--- config.mk ---
export PLATFORM = sky130hd
export DESIGN_NAME = serial_add_sequencer
export DESIGN_NICKNAME = d
export VERILOG_FILES = /design/src/rtl/serial_add_sequencer.sv
export SDC_FILE = /design/constraint.sdc
export NUM_CORES = 1
export LEC_CHECK = 0
export ABC_AREA = 1
export ABC_CLOCK_PERIOD_IN_PS = 1700
export CORE_MARGIN = 3
export CORE_UTILIZATION = 29
export DETAILED_ROUTE_END_ITERATION = 10
export PLACE_DENSITY = 0.48
export SYNTH_ARGS = -nofsm -noshare
export SYNTH_HDL_FRONTEND = slang
export SYNTH_SLANG_ARGS = --single-unit
export TNS_END_PERCENT = 10
--- constraint.sdc ---
create_clock -name clk -period 1.7 [get_ports clk]
set_input_delay 0.34 -clock clk [delete_from_list [all_inputs] [get_ports clk]]
set_output_delay 0.34 -clock clk [all_outputs]
set_load 0.01 [all_outputs]
--- src/rtl/serial_add_sequencer.sv ---
// Bit-serial add/subtract sequencer: one full-adder slice reused LSB-first over WIDTH cycles,
// then a single-cycle DONE pulse with registered result, carry, signed overflow and zero flags.
`default_nettype none

module serial_add_sequencer #(
  parameter int WIDTH = 16
) (
  input  logic             clk,
  input  logic             rst,
  input  logic             start,
  input  logic             sub,
  input  logic [WIDTH-1:0] a,
  input  logic [WIDTH-1:0] b,
  output logic             busy,
  output logic             done,
  output logic [WIDTH-1:0] result,
  output logic             cout,
  output logic             ovf,
  output logic             zero
);

  localparam int CW = $clog2(WIDTH);
  localparam logic [CW-1:0] LAST = CW'(WIDTH - 1);

  typedef enum logic [1:0] {
    S_IDLE = 2'd0,
    S_RUN  = 2'd1,
    S_DONE = 2'd2
  } state_t;

  state_t state, state_next;

  logic             load;
  logic             last;
  logic [WIDTH-1:0] op_a, op_b, acc;
  logic             carry;
  logic [CW-1:0]    cnt;
  logic             sum_bit, carry_next;
  logic [WIDTH-1:0] acc_next;

  // The single shared full-adder slice.
  always_comb begin
    sum_bit    = op_a[0] ^ op_b[0] ^ carry;
    carry_next = (op_a[0] & op_b[0]) | (op_a[0] & carry) | (op_b[0] & carry);
    acc_next   = {sum_bit, acc[WIDTH-1:1]};
    last       = (cnt == LAST);
  end

  always_ff @(posedge clk) begin
    if (rst) state <= S_IDLE;
    else     state <= state_next;
  end

  always_comb begin
    state_next = state;
    busy       = 1'b0;
    done       = 1'b0;
    load       = 1'b0;
    case (state)
      S_IDLE: begin
        if (start) begin
          load       = 1'b1;
          state_next = S_RUN;
        end
      end
      S_RUN: begin
        busy = 1'b1;
        if (last) state_next = S_DONE;
      end
      S_DONE: begin
        done = 1'b1;
        if (start) begin
          load       = 1'b1;
          state_next = S_RUN;
        end else begin
          state_next = S_IDLE;
        end
      end
      default: state_next = S_IDLE;
    endcase
  end

  always_ff @(posedge clk) begin
    if (rst) begin
      op_a   <= '0;
      op_b   <= '0;
      acc    <= '0;
      carry  <= 1'b0;
      cnt    <= '0;
      result <= '0;
      cout   <= 1'b0;
      ovf    <= 1'b0;
      zero   <= 1'b0;
    end else if (load) begin
      // Subtraction as A + ~B + 1: the +1 enters as the initial carry.
      op_a  <= a;
      op_b  <= sub ? ~b : b;
      carry <= sub;
      acc   <= '0;
      cnt   <= '0;
    end else if (state == S_RUN) begin
      op_a  <= {1'b0, op_a[WIDTH-1:1]};
      op_b  <= {1'b0, op_b[WIDTH-1:1]};
      carry <= carry_next;
      acc   <= acc_next;
      cnt   <= cnt + 1'b1;
      // On the MSB, carry holds the carry into the MSB; outputs are captured here
      // so they are already valid during the DONE cycle.
      if (last) begin
        result <= acc_next;
        cout   <= carry_next;
        ovf    <= carry ^ carry_next;
        zero   <= (acc_next == '0);
      end
    end
  end

endmodule

`default_nettype wire

# Word-level counts from Yosys, hierarchy flattened
# Cells that the tools add are included.
dict set report classes {
  addsub 1
  eq_ne 5
  muxes 15
  bitwise 10
  n_reduce_logical 7
}
# operator n
set op_table {}
lappend op_table {{$mux 16} 5}
lappend op_table {{$logic_not 16->1} 1}
lappend op_table {{$not 16->16} 1}
lappend op_table {{$mux 1} 7}
lappend op_table {{$pmux 2 s3} 1}
lappend op_table {{$add 4x1->4 const B} 1}
lappend op_table {{$eq 4x4->1 const B} 1}
lappend op_table {{$mux 2} 2}
lappend op_table {{$ne 2x2->1 const B} 2}
lappend op_table {{$reduce_or 2->1} 2}
lappend op_table {{$and 1x1->1} 3}
lappend op_table {{$reduce_and 3->1} 1}
lappend op_table {{$xor 1x1->1} 3}
lappend op_table {{$eq 2x1->1 const B} 1}
lappend op_table {{$eq 2x2->1 const B} 1}
lappend op_table {{$logic_not 2->1} 1}
lappend op_table {{$or 1x1->1} 2}
lappend op_table {{$reduce_and 2->1} 1}
lappend op_table {{$reduce_bool 2->1} 1}
lappend op_table {{$not 1->1} 1}
dict set report totals {
  reg_bits 74
  in_bits 36
  output_inout_bits 21
  elab_cells 48
}

# Depth between registers and ports, before layout
# Gate-level depths: netlist of run 1.
dict set report depth {
  word_depth 5
  mapped_depth 8
  depth_no_buf 7
}

# Worst setup path before layout of run 1
# OpenSTA, ideal clock, no wires.
dict set report synth_path {
  path_type {reg-to-reg}
  start {register op_a[0]}
  end {register zero}
  setup_ps 70
  arrival_time_ps 1163
  required_time_ps 1630
  setup_slack_ps 467
  path_stages_with_launch 7
  path_buffers 0
  synth_period_minus_slack_ps 1233
  cell_sequence {dfxtp_1 > fa_1 > nor2_1 > nand2_1 > nor2_1 > nand2_1 > a21oi_1}
}
dict set report synth_via {
  elab_chain_len 3
}
# element line_no
set synth_lines {}
lappend synth_lines {{from (decl)} 35} ;# logic [WIDTH-1:0] op_a, op_b, acc;
lappend synth_lines {{from (signal assigned)} 102} ;# op_a <= {1'b0, op_a[WIDTH-1:1]};
lappend synth_lines {{$xor 1x1->1 (2 in series)} 43} ;# sum_bit = op_a[0] ^ op_b[0] ^ carry;
lappend synth_lines {{named net sum_bit} 38} ;# logic sum_bit, carry_next;
lappend synth_lines {{$logic_not 16->1} 113} ;# zero <= (acc_next == '0);
lappend synth_lines {{to (signal assigned)} 113}
lappend synth_lines {{to (decl)} 19} ;# output logic zero
# The timed path passes the listed nets, and every way through them passes these cells.
# A chain may end at the register's enable or synchronous reset.

# Final worst setup path of run 1
dict set report layout_path {
  start {register state[1]}
  end {output done}
}
dict set report layout_via {
  elab_chain_len 2
}
# element line_no
set layout_lines {}
lappend layout_lines {{from (decl)} 31} ;# state_t state, state_next;
lappend layout_lines {{from (signal assigned)} 51} ;# else state <= state_next;
lappend layout_lines {{$eq 2x2->1} 59} ;# case (state)
lappend layout_lines {{$mux 1} 59}
lappend layout_lines {{to (decl)} 15} ;# output logic done,
# Every way passes these cells.

==> flow_results.org, run 1 <==
** Critical path
- The critical path is of the reg2out type.
- At the worst endpoint, the arrival time is 1.27 ns.
- Crit path capture type :: primary output
- Critical Path Start Type :: flip-flop
- Worst reg-to-reg path cell count :: 6
- Max Fanout on Critical Path :: 3
- Data on the critical path is required at its endpoint by 1.36 ns.

** Final layout
- Sequential cell area :: 1463 sq um
- P&R area growth vs syn :: 32.56%
- For this run, the share of the core covered by cells in the final layout is 40.00%.
- Number of nets in the finished design :: 581
- Total area of multi-input combinational cells :: 1575 sq um
- Counting the fill cells in the layout gives 1196.
- 0 antenna diodes ended up in the layout.
- Fraction of layout cells with a size suffix above 1 :: 8.577%

** Routing
- After the first detailed-routing iteration, the DRC count stood at 175.
- After detailed routing, the number of remaining DRC violations is 0.
- Final antenna-violating net count :: 0
- 1st-pass router iterations :: 4
- Detailed-route wire length :: 8085 microns
- Dividing the detail-routed wire length by the instance count gives 11.75 microns.
- Via Count :: 3102
- Using the TritonRoute via totals, the vias-per-cell ratio works out to 4.509.

** Clock network
- The clock drives 73 sinks.
- Post-CTS setup repair buffer count :: 0
- The clock passes through at most 2 buffers.
- Clock tree synthesis inserted a total of 9 buffers.
- Source-to-sink clock delay at the later pin of the worst-skew pair :: 0.33 ns
- Clock slew at the register clock pins of the worst setup and hold paths :: 0.06 ns
- CTS root buf :: clkbuf_16
- TritonCTS built the clock tree.
- The H-tree was split into 3 levels.

** STA
- Final Hold Fails :: 0
- Unrepaired setup endpoints after global routing :: false
- Derived from the worst setup path, the maximum achievable clock frequency is 622.2 MHz.
- Period Utilization, post-route :: 94.54%
- At the pin with the least slew margin, the transition time is 0.4035 ns.
- Setup violations remaining at the end of the flow were counted as 0.
- On the final layout, the worst clock skew is 0.005235 ns.
- Worst max-slew margin expressed relative to the limit :: 73.07%
- Final setup TNS :: 0 ns
- For the finished layout, the period the worst path requires is 1.607 ns.
- Max-slew violations :: 0

** Synthesis
- After synthesis the netlist holds a flip-flop and latch count of 73.
- Synthesis produced 486 cells.
- Async SR Flop Fraction :: 0%
- Count of distinct cell types in the synthesized netlist :: 28
- Leading cell types by count after synthesis :: 179 x nand2_1, 73 x dfxtp_1, 54 x nor2_1
- In this run the cell area of the synthesized design comes to 3328 sq um.
- Main area contributors after synthesis :: dfxtp_1 44%, nand2_1 20%, nor2_1 6.1%
- EDFF count, synth :: 0
- Sequential-to-total area share from yosys stat :: 43.91%
- Post-synthesis net count :: 524
- Ys Warns :: 0
- Among all flip-flop cells after synthesis, the most frequent one is dfxtp_1.
- In this run the biggest area consumer among cell types represents 43.91% of the synthesized area.
- dfxtp_1 takes more of the synthesized area than any other cell.
- Most used standard cell by instance count after synthesis :: nand2_1
- Synth Area per Inst :: 6.848 sq um

** Place
- In this run the tool buffered the top-level ports with 56 buffer cells.
- HPWL after detailed placement :: 5557 microns
- The congestion estimate from routability-driven global placement came to 0.7514.

** Power and ir drop
- VDD sags by at most 0.0004940 V.
- Summing internal, switching and leakage power gives 0.004483 W.
- For this design the static power due to leakage is 1.981 nW.
- Power spread over the standard cell area amounts to 1016 nW/um^2.

** Status
- Result of the run :: completed

** GRT
- Global-route wire length before repair :: 13700 microns
- Number of antenna violations at the first check in global routing :: 0
- The total overflow left after global routing is 0.
- Number of global-route vias before repair :: 2884
- In the global route stage, overall resource usage came out at 13.16%.
- Maximum number of pins on one net before global-route repair :: 36

** Die
- The floorplan has 38 rows.
- Horizontal extent of the die :: 113.1 microns
- In this run the count of I/O pins placed on the die edge is 57.
- The total area inside the core boundary comes to 11030 sq um.
- The die is 113.1 microns tall.
- Initial cell density of the core :: 30.17%
- Total die area :: 12800 sq um

** Min path
- The min-delay analysis places its worst path in the category reg2reg.
- Counting instances, the worst hold path has a depth of 2.

** Flow run
- Reported max-cap violation count :: 0
[kinds of logic after synthesis]
kind of cell / synth area share, %
AND/OR/NAND/NOR: 31.32
AO/OA/AOI/OAI: 14.51
flip-flops: 43.91
buffers and inverters: 8.759
XOR/XNOR: 0.5264
adder cells (fa/ha/maj): 0.9774
[per-layer routing]
layer,track usage (%),up-vias,part of all wire [%]
li1,-,1638,-
met3,3.904,8,4.4
met2,19.55,67,43
met5,0,-,0
met4,3.846,0,1.2
met1,18.45,1389,51
[repair_timing]
action | in CTS | in global routing
hold buffers | 0 | 0
gates resized for setup | 3 | 0
endpoints found under the hold margin | 0 | 0
setup endpoints to repair | 2 | 0
[state kept, by name, indices dropped and copies added, names as in the netlist]
register and count:
carry 1, op_b 16, op_a 16, cnt 4, zero 1, result 16
cout 1, acc 15, ovf 1, state 2
[worst max-delay path, stage by stage (launching register included)]
cell and delay (ns):
dfxtp_1 0.39, inv_1 0.10, nor2_1 0.16, dlygate4sd2_1 0.29
[worst paths after layout]
path                              start  slack [ns]                     to
setup / recovery  state[1]$_SDFFE_PP0P_        0.09                   done
hold / removal    op_b[12]$_SDFFE_PP0P_        0.47  op_b[12]$_SDFFE_PP0P_
setup reg to reg   op_b[0]$_SDFFE_PP0P_        0.23      zero$_SDFFE_PP0P_
hold reg to reg   op_b[12]$_SDFFE_PP0P_        0.47  op_b[12]$_SDFFE_PP0P_
[through the flow]
stage               cells  hold WS (ns)  area (sq um)  setup slack (ns)
floorplan             486        0.4359          3328            0.4668
global placement      672        0.4524          4084           0.03571
detailed placement    672        0.4553          4084           0.05192
CTS                   688        0.4649          4412           0.06732
global route          688        0.4865          4412           0.01257
finish                688        0.4685          4412           0.09280
[power breakdown]
part           switching, W  internal, W  total, W  leakage (nW)
clock              0.000755      0.00133   0.00208         0.159
sequential        0.0000471      0.00179   0.00184         0.596
combinational      0.000308     0.000252  0.000560          1.23
total               0.00111      0.00337   0.00448          1.98
[final cells by class]
class / count / share of cell area [%]
Clock buffer: 10 / 5.417
Inverter: 35 / 3.035
Clock inverter: 6 / 2.042
Timing Repair Buffer: 73 / 16.68
Tap cell: 140 / 3.971
Multi-Input combinational cell: 351 / 35.71
Sequential cell: 73 / 33.15
[cell usage in the layout, fill, tap and decap left out, types with 2 or more instances in the layout]
| master | n |
|---|---|
| a21oi_1 | 34 |
| a21oi_2 | 4 |
| buf_12 | 4 |
| buf_4 | 13 |
| bufinv_16 | 2 |
| clkbuf_16 | 9 |
| clkdlybuf4s50_1 | 54 |
| dfxtp_1 | 72 |
| dlygate4sd2_1 | 2 |
| inv_1 | 31 |
| inv_2 | 2 |
| nand2_1 | 179 |
| nand2_4 | 3 |
| nand3_1 | 18 |
| nor2_1 | 54 |
| nor2_4 | 2 |
| nor3_1 | 3 |
| o21a_1 | 12 |
| o21ai_0 | 35 |
| xor2_1 | 2 |
Note: power is estimated with default switching activity, not from simulation.
==> run 2: changes to the inputs <==
--- a/config.mk
+++ b/config.mk
@@ -7,10 +7,11 @@
 export LEC_CHECK = 0
 export ABC_AREA = 1
 export ABC_CLOCK_PERIOD_IN_PS = 1700
+export CAP_MARGIN = 10
 export CORE_MARGIN = 3
-export CORE_UTILIZATION = 29
+export CORE_UTILIZATION = 45
 export DETAILED_ROUTE_END_ITERATION = 10
-export PLACE_DENSITY = 0.48
+export PLACE_DENSITY = 0.69
 export SYNTH_ARGS = -nofsm -noshare
 export SYNTH_HDL_FRONTEND = slang
 export SYNTH_SLANG_ARGS = --single-unit
==> flow_results.org, run 2 (synthesis results as in run 1) <==
** Clock network
- CTS placed an instance of clkbuf_8 at the clock tree root.
- In this run the number of H-tree levels came out at 3.
- The clock passes through at most 2 buffers.
- Clock tree sinks :: 73
- After clock tree synthesis, the clock-pin slew on the worst setup and hold paths is 0.08 ns.
- Number of buffers inserted during clock tree synthesis :: 9
- Source-to-sink clock delay at the later pin of the worst-skew pair :: 0.34 ns
- CTS tree :: built

** Routing
- 1st-pass router iterations :: 4
- Detailed-route wire length :: 7335 microns
- Once detail routing completed, the nets flagged for antenna violations numbered 0.
- In the routed design, unresolved DRC markers number 0.
- Across all layers, the routed design uses 3053 vias.
- The first routing iteration left 158 violations.
- In the final routed layout, each cell accounts on average for 11.46 microns.
- Mean number of vias per cell :: 4.770

** Die
- Horizontal extent of the die :: 92 microns
- Area of the core region :: 6982 sq um
- Once the floorplan was initialized, standard cells occupied 47.67% of the core.
- Total die area :: 8464 sq um
- During I/O placement, the number of pins put on the boundary was 57.
- The initialized floorplan defines 30 standard-cell rows.
- Measured along the y axis, the die boundary spans 92 microns.

** GRT
- After global routing the overflow that remains totals 0.
- Global routing usage summed across all routing layers :: 18.19%
- Number of global-route vias before repair :: 2779
- Number of antenna violations at the first check in global routing :: 0
- The first global-routing pass estimated 12640 microns of wire.
- Maximum number of pins on one net before global-route repair :: 30

** Min path
- Instance count along the most critical hold path :: 2
- Start point of the worst hold path :: op_a[15]$_SDFFE_PP0P_
- The path class of the tightest hold or removal check is reg2reg.
- Endpoint with the worst hold slack :: op_a[15]$_SDFFE_PP0P_

** Place
- Port bufs :: 56
- The wire-length estimate of the detail-placed layout is 5042 microns.
- Prior to clock tree synthesis, the placed netlist has a worst setup slack of 0.03853 ns.
- The number of placed instances, taps included, is 625.
- After detailed placement, the total cell area comes to 4006 sq um.
- Placer Congestion :: 0.7867

** Final layout
- Relative to the synthesized area, the layout overhead comes to 26.62%.
- Sequential cell area :: 1464 sq um
- Number of nets in the finished design :: 578
- Once layout is complete, the cells apart from fillers number 640.
- Fraction of layout cells with a size suffix above 1 :: 8.088%
- Most used cells in the layout excluding fill and tap cells :: 179 x nand2_1, 71 x dfxtp_1, 54 x nor2_1, 54 x clkdlybuf4s50_1, 35 x o21ai_0
- After filler insertion, the fill cell instance count of the layout stands at 668.
- Layout Cell Area excl Fill :: 4214 sq um
- The library cell used most frequently in the layout, excluding fill and tap cells, is nand2_1.
- Biggest regs :: op_a (16), op_b (16), result (16)
- Summing all multi-input logic gate instances after layout gives 1575 sq um.
- Number of inserted diodes :: 0

** Flow run
- Max-cap violations in this run came to 0.

** STA
- Of the available clock period, the critical path in the final layout requires 92.12%.
- The number of max-slew violations in the final report came to 0.
- For the pin with the worst max-slew slack, the measured transition is 0.4183 ns.
- Final Hold Fails :: 0
- Post-Route Skew :: 0.01004 ns
- In this run the tightest slew margin relative to its limit is 72.09%.
- Setup Viol. Count Final :: 0
- Across all setup checks in the final design, the least slack found is 0.1339 ns.
- Crit path time final :: 1.566 ns
- Derived from the worst setup path, the maximum achievable clock frequency is 638.5 MHz.
- Setup repair after global routing left no endpoint under its margin.
- Setup total negative slack on the finished layout was measured at 0 ns.

** Critical path
- For the worst flop-to-flop path, the logic depth is 8.
- STA puts the critical path data required time at 1.36 ns.
- Top cell family by delay on the critical path :: buffers and inverters
- Max Fanout on Critical Path :: 2
- The worst setup path is captured at a primary output.
- Among all stages on the critical path, the largest delay is contributed by clkdlybuf4s50_1.
- The worst setup path is of the reg2out kind.
- R2R setup slack :: 0.23 ns
- Together, buffers and inverters on the worst path number 1.
- Data on the critical path arrives at its endpoint at 1.23 ns.
- In this design, the stage delay of the slowest critical-path cell is 0.54 ns.
- The worst setup path is launched from a flip-flop.
- In this run the critical register-to-register path is launched from state[0]$_SDFFE_PP0P_.
- The endpoint identified for the worst register-to-register timing path is op_b[8]$_SDFFE_PP0P_.
- Walking the worst path, the cells encountered are clkdlybuf4s50_1.

** Power and ir drop
- Power comes to 0.003817 W.
- IR analysis of the VDD net gives a maximum drop of 0.0004762 V.
- The analysis attributes to cell leakage a power of 1.918 nW.
- Power spread over the standard cell area amounts to 905.9 nW/um^2.

** Status
- Result of the run :: completed
[run 2: cell count changes in the layout (fill, tap and decap cells not counted)]
cell | before | now
clkbuf_8 | 1 | 9
dfxtp_1 | 72 | 71
dfxtp_2 | 1 | 2
clkbuf_16 | 9 | 0
inv_6 | 1 | 0
clkinvlp_4 | 1 | 0
clkinv_2 | 1 | 3
buf_4 | 13 | 10
[run 2: through the flow]
stage,hold WS (ns),utilization [%]
CTS,0.4681,60.36
floorplan,0.4359,-
global placement,0.4485,57.38
global route,0.4850,60.36
detailed placement,0.4568,57.38
finish,0.4659,60.36
[run 2: worst reg2reg max path: cells and delay by family, from the launching register on]
| kind | cells | cell delay, ns |
|---|---|---|
| buffers and inverters | 3 | 0.62 |
| AND/OR/NAND/NOR | 4 | 0.30 |
| flip-flops | 1 | 0.37 |
| AO/OA/AOI/OAI | 1 | 0.11 |
[run 2: what timing repair did]
| item | 4_1_cts | 5_1_grt |
|---|---|---|
| resized for setup | 4 | 0 |
| hold buffers | 0 | 0 |
| setup buffers | 0 | 0 |
| setup endpoints to repair | 2 | 0 |
[run 2: where the power goes]
group,switching [W],internal (W),total [W]
Combinational,0.000300,0.000246,0.000545
Clock,0.000625,0.000813,0.00144
Sequential,0.0000452,0.00179,0.00183
Total,0.000970,0.00285,0.00382
[run 2: final cells by class]
cell class / count / area share, %
multi-input cells: 351 / 37.38
flip-flops and latches: 73 / 34.74
repair buffers: 70 / 16.92
inverters: 35 / 3.177
clock buffers: 9 / 2.939
well taps: 96 / 2.850
clock inverters: 6 / 1.989
[run 2: worst max path at each step]
stage,cells after the start,slack (ns),end,startpoint
after floorplan,6,0.47,zero$_SDFFE_PP0P_,op_a[0]$_SDFFE_PP0P_
after global placement,6,0.07,op_a[0]$_SDFFE_PP0P_,start
after detailed placement,6,0.04,op_a[0]$_SDFFE_PP0P_,start
after CTS,1,0.11,zero,zero$_SDFFE_PP0P_
after global routing,8,0.06,result[15]$_SDFFE_PP0P_,cnt[1]$_SDFFE_PP0N_
final,1,0.13,zero,zero$_SDFFE_PP0P_
[run 2: layer usage]
| metal | vias to the layer above | GRT usage, % | share of wire, % |
|---|---|---|---|
| met5 | - | 0 | 0 |
| met4 | 0 | 8.045 | 1.6 |
| met1 | 1354 | 24.72 | 48 |
| li1 | 1628 | - | - |
| met2 | 61 | 28.47 | 47 |
| met3 | 10 | 2.953 | 3.8 |
